--- src/rtl/wdg_pkg.sv ---
// Shared definitions for the watchdog reset generator: FSM encoding and cause-bit positions.
package wdg_pkg;

    typedef enum logic [1:0] {
        ST_IDLE    = 2'd0,
        ST_PRE     = 2'd1,
        ST_ASSERT  = 2'd2,
        ST_HOLDOFF = 2'd3
    } wdg_state_e;

    localparam int CAUSE_S1 = 0;
    localparam int CAUSE_S2 = 1;

endpackage

--- src/rtl/wdg_edge_det.sv ---
// One-bit input register with a rising-edge strobe derived from the registered copy.
module wdg_edge_det (
    input  logic clk,
    input  logic res,
    input  logic d_i,
    output logic q_o,
    output logic rise_o
);

    logic d_q;

    always_ff @(posedge clk or posedge res) begin
        if (res) d_q <= 1'b0;
        else     d_q <= d_i;
    end

    assign q_o    = d_q;
    assign rise_o = d_i & ~d_q;

endmodule

--- src/rtl/wdg_rst_gen.sv ---
// Turns watchdog stage-1/stage-2 timeouts into a CPU interrupt and a delayed, fixed-length
// system reset request, with a sticky cause record and a saturating reset counter.
module wdg_rst_gen
    import wdg_pkg::*;
#(
    parameter int PRE_RST_DELAY    = 4,
    parameter int RST_PULSE_CYCLES = 16,
    parameter int CNT_WIDTH        = 8,
    parameter int RST_CNT_WIDTH    = 8
) (
    input  logic                     clk,
    input  logic                     res,
    input  logic                     i_irq1,
    input  logic                     i_irq2,
    input  logic                     i_cause_clr,
    output logic                     o_cpu_irq,
    output logic                     o_pre_warn,
    output logic                     o_sys_rst,
    output logic                     o_busy,
    output logic [1:0]               o_rst_cause,
    output logic [RST_CNT_WIDTH-1:0] o_rst_cnt
);

    wdg_state_e               state_q, state_d;
    logic [CNT_WIDTH-1:0]     cnt_q, cnt_d;
    logic [1:0]               cause_q, cause_d;
    logic [RST_CNT_WIDTH-1:0] rst_cnt_q, rst_cnt_d;
    logic                     pre_warn_q, sys_rst_q, busy_q;
    logic                     irq2_q, irq2_rise;
    logic                     irq1_rise_unused;
    logic                     rst_entry;

    wdg_edge_det u_irq1 (
        .clk    (clk),
        .res    (res),
        .d_i    (i_irq1),
        .q_o    (o_cpu_irq),
        .rise_o (irq1_rise_unused)
    );

    wdg_edge_det u_irq2 (
        .clk    (clk),
        .res    (res),
        .d_i    (i_irq2),
        .q_o    (irq2_q),
        .rise_o (irq2_rise)
    );

    // Once PRE is entered the reset is committed; only HOLDOFF looks at i_irq2 again.
    always_comb begin
        state_d = state_q;
        cnt_d   = cnt_q;
        case (state_q)
            ST_IDLE: begin
                if (irq2_rise) begin
                    if (PRE_RST_DELAY == 0) begin
                        state_d = ST_ASSERT;
                        cnt_d   = CNT_WIDTH'(RST_PULSE_CYCLES);
                    end else begin
                        state_d = ST_PRE;
                        cnt_d   = CNT_WIDTH'(PRE_RST_DELAY);
                    end
                end
            end
            ST_PRE: begin
                if (cnt_q <= CNT_WIDTH'(1)) begin
                    state_d = ST_ASSERT;
                    cnt_d   = CNT_WIDTH'(RST_PULSE_CYCLES);
                end else begin
                    cnt_d = cnt_q - CNT_WIDTH'(1);
                end
            end
            ST_ASSERT: begin
                if (cnt_q <= CNT_WIDTH'(1)) state_d = ST_HOLDOFF;
                else                        cnt_d   = cnt_q - CNT_WIDTH'(1);
            end
            ST_HOLDOFF: begin
                if (!i_irq2) state_d = ST_IDLE;
            end
            default: state_d = ST_IDLE;
        endcase
    end

    assign rst_entry = (state_d == ST_ASSERT) && (state_q != ST_ASSERT);

    // Set beats clear when both happen in the same cycle.
    always_comb begin
        cause_d           = cause_q & ~{2{i_cause_clr}};
        cause_d[CAUSE_S1] = cause_d[CAUSE_S1] | i_irq1;
        cause_d[CAUSE_S2] = cause_d[CAUSE_S2] | rst_entry;
        rst_cnt_d         = rst_cnt_q;
        if (rst_entry && !(&rst_cnt_q)) rst_cnt_d = rst_cnt_q + RST_CNT_WIDTH'(1);
    end

    // Outputs come straight from flops so o_sys_rst cannot glitch on state decode.
    always_ff @(posedge clk or posedge res) begin
        if (res) begin
            state_q    <= ST_IDLE;
            cnt_q      <= '0;
            cause_q    <= '0;
            rst_cnt_q  <= '0;
            pre_warn_q <= 1'b0;
            sys_rst_q  <= 1'b0;
            busy_q     <= 1'b0;
        end else begin
            state_q    <= state_d;
            cnt_q      <= cnt_d;
            cause_q    <= cause_d;
            rst_cnt_q  <= rst_cnt_d;
            pre_warn_q <= (state_d == ST_PRE);
            sys_rst_q  <= (state_d == ST_ASSERT);
            busy_q     <= (state_d != ST_IDLE);
        end
    end

    assign o_pre_warn  = pre_warn_q;
    assign o_sys_rst   = sys_rst_q;
    assign o_busy      = busy_q;
    assign o_rst_cause = cause_q;
    assign o_rst_cnt   = rst_cnt_q;

endmodule

--- config.mk ---
export PLATFORM = sky130hd
export DESIGN_NAME = wdg_rst_gen
export DESIGN_NICKNAME = d
export VERILOG_FILES = /design/src/rtl/wdg_pkg.sv /design/src/rtl/wdg_edge_det.sv /design/src/rtl/wdg_rst_gen.sv
export SDC_FILE = /design/constraint.sdc
export NUM_CORES = 1
export LEC_CHECK = 0
export CAP_MARGIN = 30
export CORE_UTILIZATION = 53
export CTS_CLUSTER_SIZE = 24
export DETAILED_ROUTE_END_ITERATION = 8
export GPL_ROUTABILITY_DRIVEN = 0
export PLACE_DENSITY_LB_ADDON = 0.25
export SETUP_SLACK_MARGIN = 0.4
export SLEW_MARGIN = 10
export SYNTH_ARGS = -nofsm -noshare
export SYNTH_HDL_FRONTEND = slang
export SYNTH_SLANG_ARGS = --single-unit
export TNS_END_PERCENT = 50
--- constraint.sdc ---
create_clock -name clk -period 2.75 [get_ports clk]
set_input_delay 0.55 -clock clk [delete_from_list [all_inputs] [get_ports clk]]
set_output_delay 0.55 -clock clk [all_outputs]
set_load 0.01 [all_outputs]
==> metrics.txt, run 1 <==
Synth area leaders dfrtp_1, ha_1, xnor2_1; Worst-path clk slew between 0.1 and 0.15 ns; sequential cell area fraction in the yosys report 0.474; die span in y just over 50 um; Starting DRT DRC Count 17; Synth Area in XOR/XNOR 0.0465; Boundary Pins 19; DR vias ~1100; reg2reg start cnt_q[5]; Fill cells 180; final setup violation count 0; Hold/Removal Path Class register to register; Logic pwr share 0.349; Post-Route WL 2860 um; WL/cell 15.7 um; global-route wire length before repair 4670 um; mux contribution to synthesized area 0.0171; critical path's largest stage delay ~0.57 ns; FF+latch area 628 um2; vias in the first global route between 1000 and 1500; initial antenna violation count 0; asr flop ratio synth 1.00; Synth Area per Inst 10.1 um2; leading area contributor after synthesis dfrtp_1; Die Width 51.9 um; Critical Path End o_rst_cnt[1]; PwrDens 594 nW/um2; Worst Path Class, Setup register to register; gr ovfl total 0; slowest CP cell or4_4; R2R depth 5; TNS Setup 0 ns; post-synthesis register bit count 25; design area 1590 um2; DRC violations left 0; worst reg2reg path endpoint o_rst_cnt[1]; CTS Buf Count 3; post-synth top area share 0.474; status finished, final reports clean; Synth Area in Simple Gates 0.188; crit path DAT 2.47 ns; sw power 0.325 mW; max-cap violations 0; Core Rows 17; Detail Placement HPWL between 2000 and 2500 um; core area 2280 um2; total chip power 0.945 mW; Worst-Margin Slew about 0.34 ns; synthesized cell area approximately 1300 um2; worst setup path start cnt_q[5]; period utilization 0.822; Initial Util 0.579; critical path depth 5; buffers from clock root to sink, at most 2; Multi-input gate area approximately 660 um2; Post-synth top cells dfrtp_1, nor2_1, inv_1, nand2_1; switching share of power 0.343; cell count after synthesis between 100 and 150; Pint 0.621 mW; prevailing post-synth register cell dfrtp_1; Critical Path RT 2.96 ns; Clock Skew 0.00463 ns; post-route minimum period ~2.3 ns; post-synthesis cell type count 43; layout cells sized above 1 0.123; RSZ-0062 raised after global routing no; CTS root buffer clkbuf_4; Critical Path End Type register; Top Family by Delay on Critical Path simple AND/OR/NAND/NOR gates; final hold vios 0; compound-gate portion of the synthesized area 0.174; count leader, synth dfrtp_1; worst IR drop on VDD 397 uV; CP bufs+invs 0; Final ANT Viol Nets 0; CTS tree yes; adder-cell share of the synthesized area 0.0664; crit path launch type register; GRT Resource Usage Total 0.237; clock power share 0.172; crit path max fanout 8; Via density 5.81; drt first pass iters 4; Syn Nets 142; CTS sink cnt 25; leak pwr between 0.7 and 0.8 nW; main combinational cell family by area after synthesis simple AND/OR/NAND/NOR gates; yosys warns 0; IO Port Bufs 18; ANT cells 0; Final #Nets 167; placed standard-cell area 1540 um2; Slew Viols, Final 0; largest net degree at the start of global routing 26; sequential share of power 0.478; Layout area overhead 20.8%; number of flops mapped to enable cells by yosys 0; FMAX 442 MHz; Skew-Pair Late Insertion Delay a little over 0.3 ns; Relative slew margins 0.770; FF-to-FF setup slack 0.49 ns; Max H-tree Level 1; die footprint 2690 um2; CP Cell Sequence or4_4, o41ai_2, nand3_1, a21oi_4, mux2_1
[layer usage]
metal,vias up,share of wire,track usage
li1,504,-,-
met1,520,0.44,0.294
met2,27,0.51,0.408
met3,6,0.029,0.0351
met4,0,0.016,0.0991
met5,-,0,0
[logic make-up after synthesis]
| group | Yosys count |
|---|---|
| XOR/XNOR | 7 |
| buffers and inverters | 12 |
| multiplexers | 2 |
| flip-flops | 25 |
| AO/OA/AOI/OAI | 29 |
| AND/OR/NAND/NOR | 48 |
| adder cells (fa/ha/maj) | 7 |
[per-stage QoR]
stage / hold WS (ns) / util / std cells / setup WS (ns)
floorplan: 0.489 / - / 130 / 0.636
global placement: 0.459 / 0.676 / 176 / 0.363
detailed placement: 0.469 / 0.676 / 176 / 0.298
CTS: 0.503 / 0.687 / 180 / 0.424
global route: 0.524 / 0.700 / 182 / 0.407
finish: 0.500 / 0.700 / 182 / 0.490
[power by group through the flow]
stage	clock network (mW)	registers [mW]	logic, mW
after global routing	0.182	0.457	0.367
after detailed placement	0	0.463	0.298
after global placement	0	0.459	0.283
after CTS	0.167	0.456	0.299
final	0.163	0.452	0.330
after floorplan	0	0.462	0.193
[worst min-delay path by stage]
stage | from | endpoint | cells after the start
6_report | o_rst_cause[0] | o_rst_cause[0] | 1
5_1_grt | o_rst_cause[0] | o_rst_cause[0] | 1
4_1_cts | o_rst_cause[0] | o_rst_cause[0] | 1
3_5_place_dp | o_rst_cause[0] | o_rst_cause[0] | 1
3_3_place_gp | o_rst_cause[0] | o_rst_cause[0] | 1
2_1_floorplan | cnt_q[3] | cnt_q[3] | 1
[layout by cell type, fill, tap and decap left out, drive strengths merged, types with 4 or more instances in the layout]
cell and instances:
clkdlybuf4s50 18, nand2 11, nor3 5, dfrtp 25, o21ai 8, a21oi 5
xnor2 6, ha 7, nor2 12, clkbuf 4, inv 11
[repair_timing]
item,4_1_cts,5_1_grt
resized for setup,0,5
setup buffers,0,2
setup endpoints to repair,0,10
hold buffers,0,0
[registers in the layout, indices dropped and copies added (netlist names)]
signal       count
o_sys_rst        1
state_q          2
o_busy           1
u_irq1.q_o       1
o_rst_cause      2
o_rst_cnt        8
u_irq2.q_o       1
cnt_q            8
o_pre_warn       1
[area by class of cell]
type | count | area share
multi-input combinational | 93 | 0.414
tap | 28 | 0.0220
timing repair buffer | 21 | 0.127
clock buffer | 4 | 0.0165
sequential | 25 | 0.394
inverter | 11 | 0.0259
Power figures use the tool's default switching activity.
==> inputs of run 2 (changes only) <==
--- a/config.mk
+++ b/config.mk
@@ -6,7 +6,7 @@
 export NUM_CORES = 1
 export LEC_CHECK = 0
 export CAP_MARGIN = 30
-export CORE_UTILIZATION = 53
+export CORE_UTILIZATION = 48
 export CTS_CLUSTER_SIZE = 24
 export DETAILED_ROUTE_END_ITERATION = 8
 export GPL_ROUTABILITY_DRIVEN = 0
==> constraint.sdc (replaced) <==
create_clock -name clk -period 2.06 [get_ports clk]
set_input_delay 0.412 -clock clk [delete_from_list [all_inputs] [get_ports clk]]
set_output_delay 0.412 -clock clk [all_outputs]
set_load 0.01 [all_outputs]
==> run 2 against run 1 <==
  * The run now ends with negative setup slack left
  * Utilization up 1.6 points
  * Setup slack got worse by 0.49 ns
  * Cell area rose by 14%
  * Total power rose by 43%
  * Global-route usage down 1.5 points
  * Via count is 3.3% higher
  * Count of clock-buffer cells in the layout down 1
==> metrics.txt, run 2 (same netlist as run 1, synthesis figures left out) <==
status finished, violations left; failing checks negative setup slack; Relative slew margins 0.759 (-0.0117); drt first pass iters 4 (unchanged); RSZ-0062 raised after global routing yes; Worst-Margin Slew 0.360 ns (+0.0154 ns); R2R depth 5 (unchanged); FF-to-FF setup slack -0.004 ns (-0.49 ns); final hold vios 0 (unchanged); CP bufs+invs 0 (unchanged); FMAX 485 MHz (+9.5%); largest net degree at the start of global routing 23 (-12%); Hold/Removal Path Class input port to asynchronous set/reset pin; Slew Viols, Final 0 (unchanged); DR vias 1092 (+3.3%); Boundary Pins 19 (unchanged); post-route minimum period 2.06 ns (-0.196 ns); GRT Resource Usage Total 0.222 (-0.0152); Worst-path clk slew 0.14 ns (about the same); crit path DAT 2.28 ns (-0.19 ns); max-cap violations 0 (unchanged); core area 2540 um2 (+12%); crit path max fanout 8 (unchanged); CTS sink cnt 25 (unchanged); Non-Filler Instances 201 (+10%); worst IR drop on VDD 550 uV (+39%); initial antenna violation count 0 (unchanged); Max H-tree Level 1 (unchanged); gr ovfl total 0 (unchanged); Cell Count Post-Placement 194 (+10%); vias in the first global route 1098 (+1.6%); Critical Path RT 2.28 ns (-0.68 ns); IO Port Bufs 18 (unchanged); worst reg2reg path endpoint o_rst_cnt[1]; Clock Skew 0.00944 ns (+0.00481 ns); Detail Placement HPWL 2100 um (-0.62%); global-route wire length before repair 4730 um (+1.3%); period utilization 1.00 (+0.180); Final ANT Viol Nets 0 (unchanged); Layout area overhead 38.1%; commonest non-fill, non-tap cell in the layout dfrtp_1; Via density 5.43 (-6.5%); PnR worst setup slack -0.00389 ns (-0.494 ns); Final #Nets 184 (+10%); Die Width 54.4 um (+4.9%); reg2reg start cnt_q[3]; Starting DRT DRC Count 19 (+2); buffers from clock root to sink, at most 2 (unchanged); Critical Path End Type register; commonest cells after routing, fill and taps aside dfrtp_1, buf_4, dlymetal6s2s_1; TNS Setup -0.00389 ns (-0.00389 ns); CTS root buffer clkbuf_4; critical path's largest stage delay 0.58 ns (about the same); die span in y 54.4 um (+4.9%); Initial Util 0.518 (-0.0612); CTS Buf Count 3 (unchanged); slowest CP cell or4_4; layout cells sized above 1 0.292 (+0.169); die footprint 2960 um2 (+10%); WL/cell 14.5 um (-7.8%); final setup violation count 1 (+1); Post-Route WL 2910 um (+1.9%); Top Family by Delay on Critical Path simple AND/OR/NAND/NOR gates; CP Cell Sequence or4_4, nor3_4, o211ai_2, a21oi_4, mux2_4; ANT cells 0 (unchanged); Worst Path Class, Setup register to register; PwrDens 742 nW/um2 (+25%); crit path launch type register; Worst Hold Slack 0.251 ns (-0.249 ns); leak pwr 1.02 nW (+41%); Core Rows 18 (+1); CTS tree yes; Skew-Pair Late Insertion Delay 0.31 ns (about the same); DRC violations left 0 (unchanged)
-- run 2: cell type report --
type                       instances  area [um2]
tap                               30        37.5
inverter                          11        41.3
multi-input combinational         93         727
sequential                        25         628
clock buffer                       3        22.5
clock inverter                     1        5.00
fill                             201         723
timing repair buffer              38         360
-- run 2: how the worst max path moves through the flow --
stage / start / slack (ns) / depth (start not counted) / endpoint
finish: cnt_q[3] / -0.004 / 5 / o_rst_cnt[1]
global route: cnt_q[3] / -0.09 / 6 / o_rst_cnt[0]
CTS: cnt_q[3] / 0.03 / 5 / o_rst_cnt[1]
detailed placement: i_irq2 / -0.15 / 6 / o_rst_cnt[1]
global placement: i_irq2 / -0.11 / 6 / o_rst_cnt[1]
floorplan: cnt_q[5] / 0.11 / 5 / o_rst_cnt[1]
-- run 2: timing repair --
| item | 4_1_cts | 5_1_grt |
|---|---|---|
| pin swaps | 7 | 4 |
| hold buffers | 0 | 0 |
| buffers inserted | 2 | 1 |
| cloned | 0 | 0 |
| resized for setup | 5 | 23 |
| setup endpoints to repair | 30 | 34 |
-- run 2: per-stage QoR --
step	utilization	cell area, um2	worst slack (ns)	total power [mW]
floorplan	-	1350	0.115	0.895
global placement	0.664	1690	-0.106	1.08
detailed placement	0.664	1690	-0.146	1.10
CTS	0.685	1740	0.0274	1.33
global route	0.716	1820	-0.0944	1.44
finish	0.716	1820	-0.00389	1.35
-- run 2: metal layers --
metal	wire, um	track usage	up-vias
li1	-	-	541
met1	1400	0.304	529
met2	1400	0.370	18
met3	68	0.0306	4
met4	31	0.0513	0
met5	0	0	-
-- run 2: power by group --
group          internal (mW)  switching, mW  leakage (nW)
sequential             0.545         0.0440         0.331
combinational          0.269          0.276         0.669
clock                 0.0724          0.146        0.0177
==> inputs of run 3 (changes only) <==
--- a/config.mk
+++ b/config.mk
@@ -5,7 +5,6 @@
 export SDC_FILE = /design/constraint.sdc
 export NUM_CORES = 1
 export LEC_CHECK = 0
-export CAP_MARGIN = 30
 export CORE_UTILIZATION = 48
 export CTS_CLUSTER_SIZE = 24
 export DETAILED_ROUTE_END_ITERATION = 8
==> results of run 3 <==
Same layout as run 2: the final DEF is identical, and so are final timing and power.
==> patch 1 (config.mk and constraints of run 1) <==
Set the parameter `CNT_WIDTH` to 6 (it was 8).
--- a/src/rtl/wdg_rst_gen.sv
+++ b/src/rtl/wdg_rst_gen.sv
@@ -5,7 +5,7 @@
 #(
     parameter int PRE_RST_DELAY    = 4,
     parameter int RST_PULSE_CYCLES = 16,
-    parameter int CNT_WIDTH        = 8,
+    parameter int CNT_WIDTH        = 6,
     parameter int RST_CNT_WIDTH    = 8
 ) (
     input  logic                     clk,
Formal check against the unedited RTL: no difference found for any inputs over 10 cycles, from zero or initial values; that may be too few to reach the edited logic, so the function may still have changed.
==> patch 1 against run 1 <==
- sequential share of layout area shrank 1.3 points
- critical path depth up 3
- final cell count shrank 9.9%
- worst setup slack gained 0.077 ns
- sequential cell count shrank 2
- final area is 5.2% lower
- die area shrank 4.4%
- routed wire length down 17%
- area after synthesis shrank 4.6%
- critical path type unchanged
- largest cell class unchanged
Power is not compared: it rests on default switching activity, and its combinational part moved more than twofold at a synthesized area within 25%.
==> patch 1: results (changes against run 1) <==
| Metric | Value |
|---|---|
| Netlist cell types | `41 (-4.7%)` |
| Bufs on Longest Clock Path | `2 (unchanged)` |
| LEAKAGE | `0.691 nW` |
| CP max FO | `10 (+2)` |
| DP HPWL | `1770 um (-16%)` |
| Least-Margin Pin Slew | `0.452 ns (+0.107 ns)` |
| Top post-synthesis cells by area | `dfrtp_1, ha_1, xor2_1` |
| Total GRT Usage | `21.6% (-2.1 points)` |
| Post-Synthesis Net Count | `126 (-11%)` |
| NumNets Final | `149 (-11%)` |
| Clock Skew | `0.00152 ns (-0.00312 ns)` |
| Max reg flops | `8` |
| Worst Hold Class | `in2async` |
| Crit path launch | `cnt_q[0]` |
| Post-CTS Resized | `0 (unchanged)` |
| Arrival time at the worst endpoint | `2.40 ns (-0.07 ns)` |
| Sequential fraction of the synthesis area | `45.7% (-1.7 points)` |
| Largest net degree at the start of global routing | `15 (-42%)` |
| Vias in the first global route | `895 (-17%)` |
| Post-synth top cells | `dfrtp_1, inv_1, ha_1, xor2_1` |
| Post-Route WL | `2380 um (-17%)` |
| Share of layout cells above drive strength 1 | `13.2% (+0.90 points)` |
| Vias per inst | `5.70 (-1.9%)` |
| Status | `completed` |
| First-pass GRT wire length | `4100 um (-12%)` |
## patch 1: cell types whose count changed after synthesis, sizes merged, moves of 3 or more
| cell | delta |
|---|---|
| nand2 | -5 |
| nor2 | -9 |
| xor2 | +6 |
| nor4b | +3 |
| a21oi | -3 |
| xnor2 | -5 |
## patch 1: worst max-delay path, stage by stage, from the launching register on
cell	delay (ns)
dfrtp_1	0.43
inv_1	0.08
ha_1	0.23
o21ba_2	0.25
a211oi_1	0.28
o22a_1	0.22
buf_4	0.22
inv_1	0.07
or2_2	0.30
## patch 1: where the power goes
| part | internal [mW] | switching (mW) |
|---|---|---|
| Clock | 0.0556 | 0.113 |
| Combinational | 0.386 | 0.454 |
| Sequential | 0.438 | 0.104 |
## patch 1: worst paths after layout
check / end / slack (ns) / cells after the start
max: o_busy / 0.57 / 8
min: u_irq1.q_o / 0.49 / 2
max reg2reg: o_busy / 0.57 / 8
min reg2reg: o_rst_cnt[5] / 0.50 / 1
max in group asynchronous: o_rst_cnt[2] / 1.73 / 3
min in group clk: o_rst_cnt[5] / 0.50 / 1
## patch 1: layout make-up
type | count | area [um^2]
fill | 177 | 723
multi-input combinational | 78 | 626
sequential | 23 | 576
timing repair buffer | 22 | 210
tap | 28 | 35.0
inverter | 9 | 33.8
clock buffer | 3 | 22.5
clock inverter | 1 | 7.51
## patch 1: cell families after synthesis
| logic type | Yosys count | synth area share (%) |
|---|---|---|
| xor+xnor | 8 | 5.57 |
| buf+inv | 13 | 4.57 |
| simple gates | 36 | 21.5 |
| mux | 1 | 0.895 |
| compound gates | 26 | 14.8 |
| flops | 23 | 45.7 |
| fa+ha+maj | 7 | 6.96 |
## patch 1: layer usage
layer | wire length (um) | part of all wire (%) | up-vias | GRT usage [%]
met5 | 0 | 0 | - | 0
met4 | 9 | 0.38 | 0 | 4.17
met3 | 89 | 3.7 | 2 | 6.06
met2 | 1140 | 48 | 24 | 35.8
met1 | 1140 | 48 | 459 | 28.2
li1 | - | - | 449 | -
## patch 1: per-stage QoR
stage               hold WS, ns  cells  total power [mW]  cell area [um^2]  setup WS, ns
finish                    0.492    164              1.55              1510         0.567
global route              0.516    164              1.67              1510         0.464
CTS                       0.500    164              1.56              1510         0.574
detailed placement        0.477    160              1.39              1480         0.408
global placement          0.462    160              1.36              1480         0.494
floorplan                 0.464    114              1.13              1260         0.766
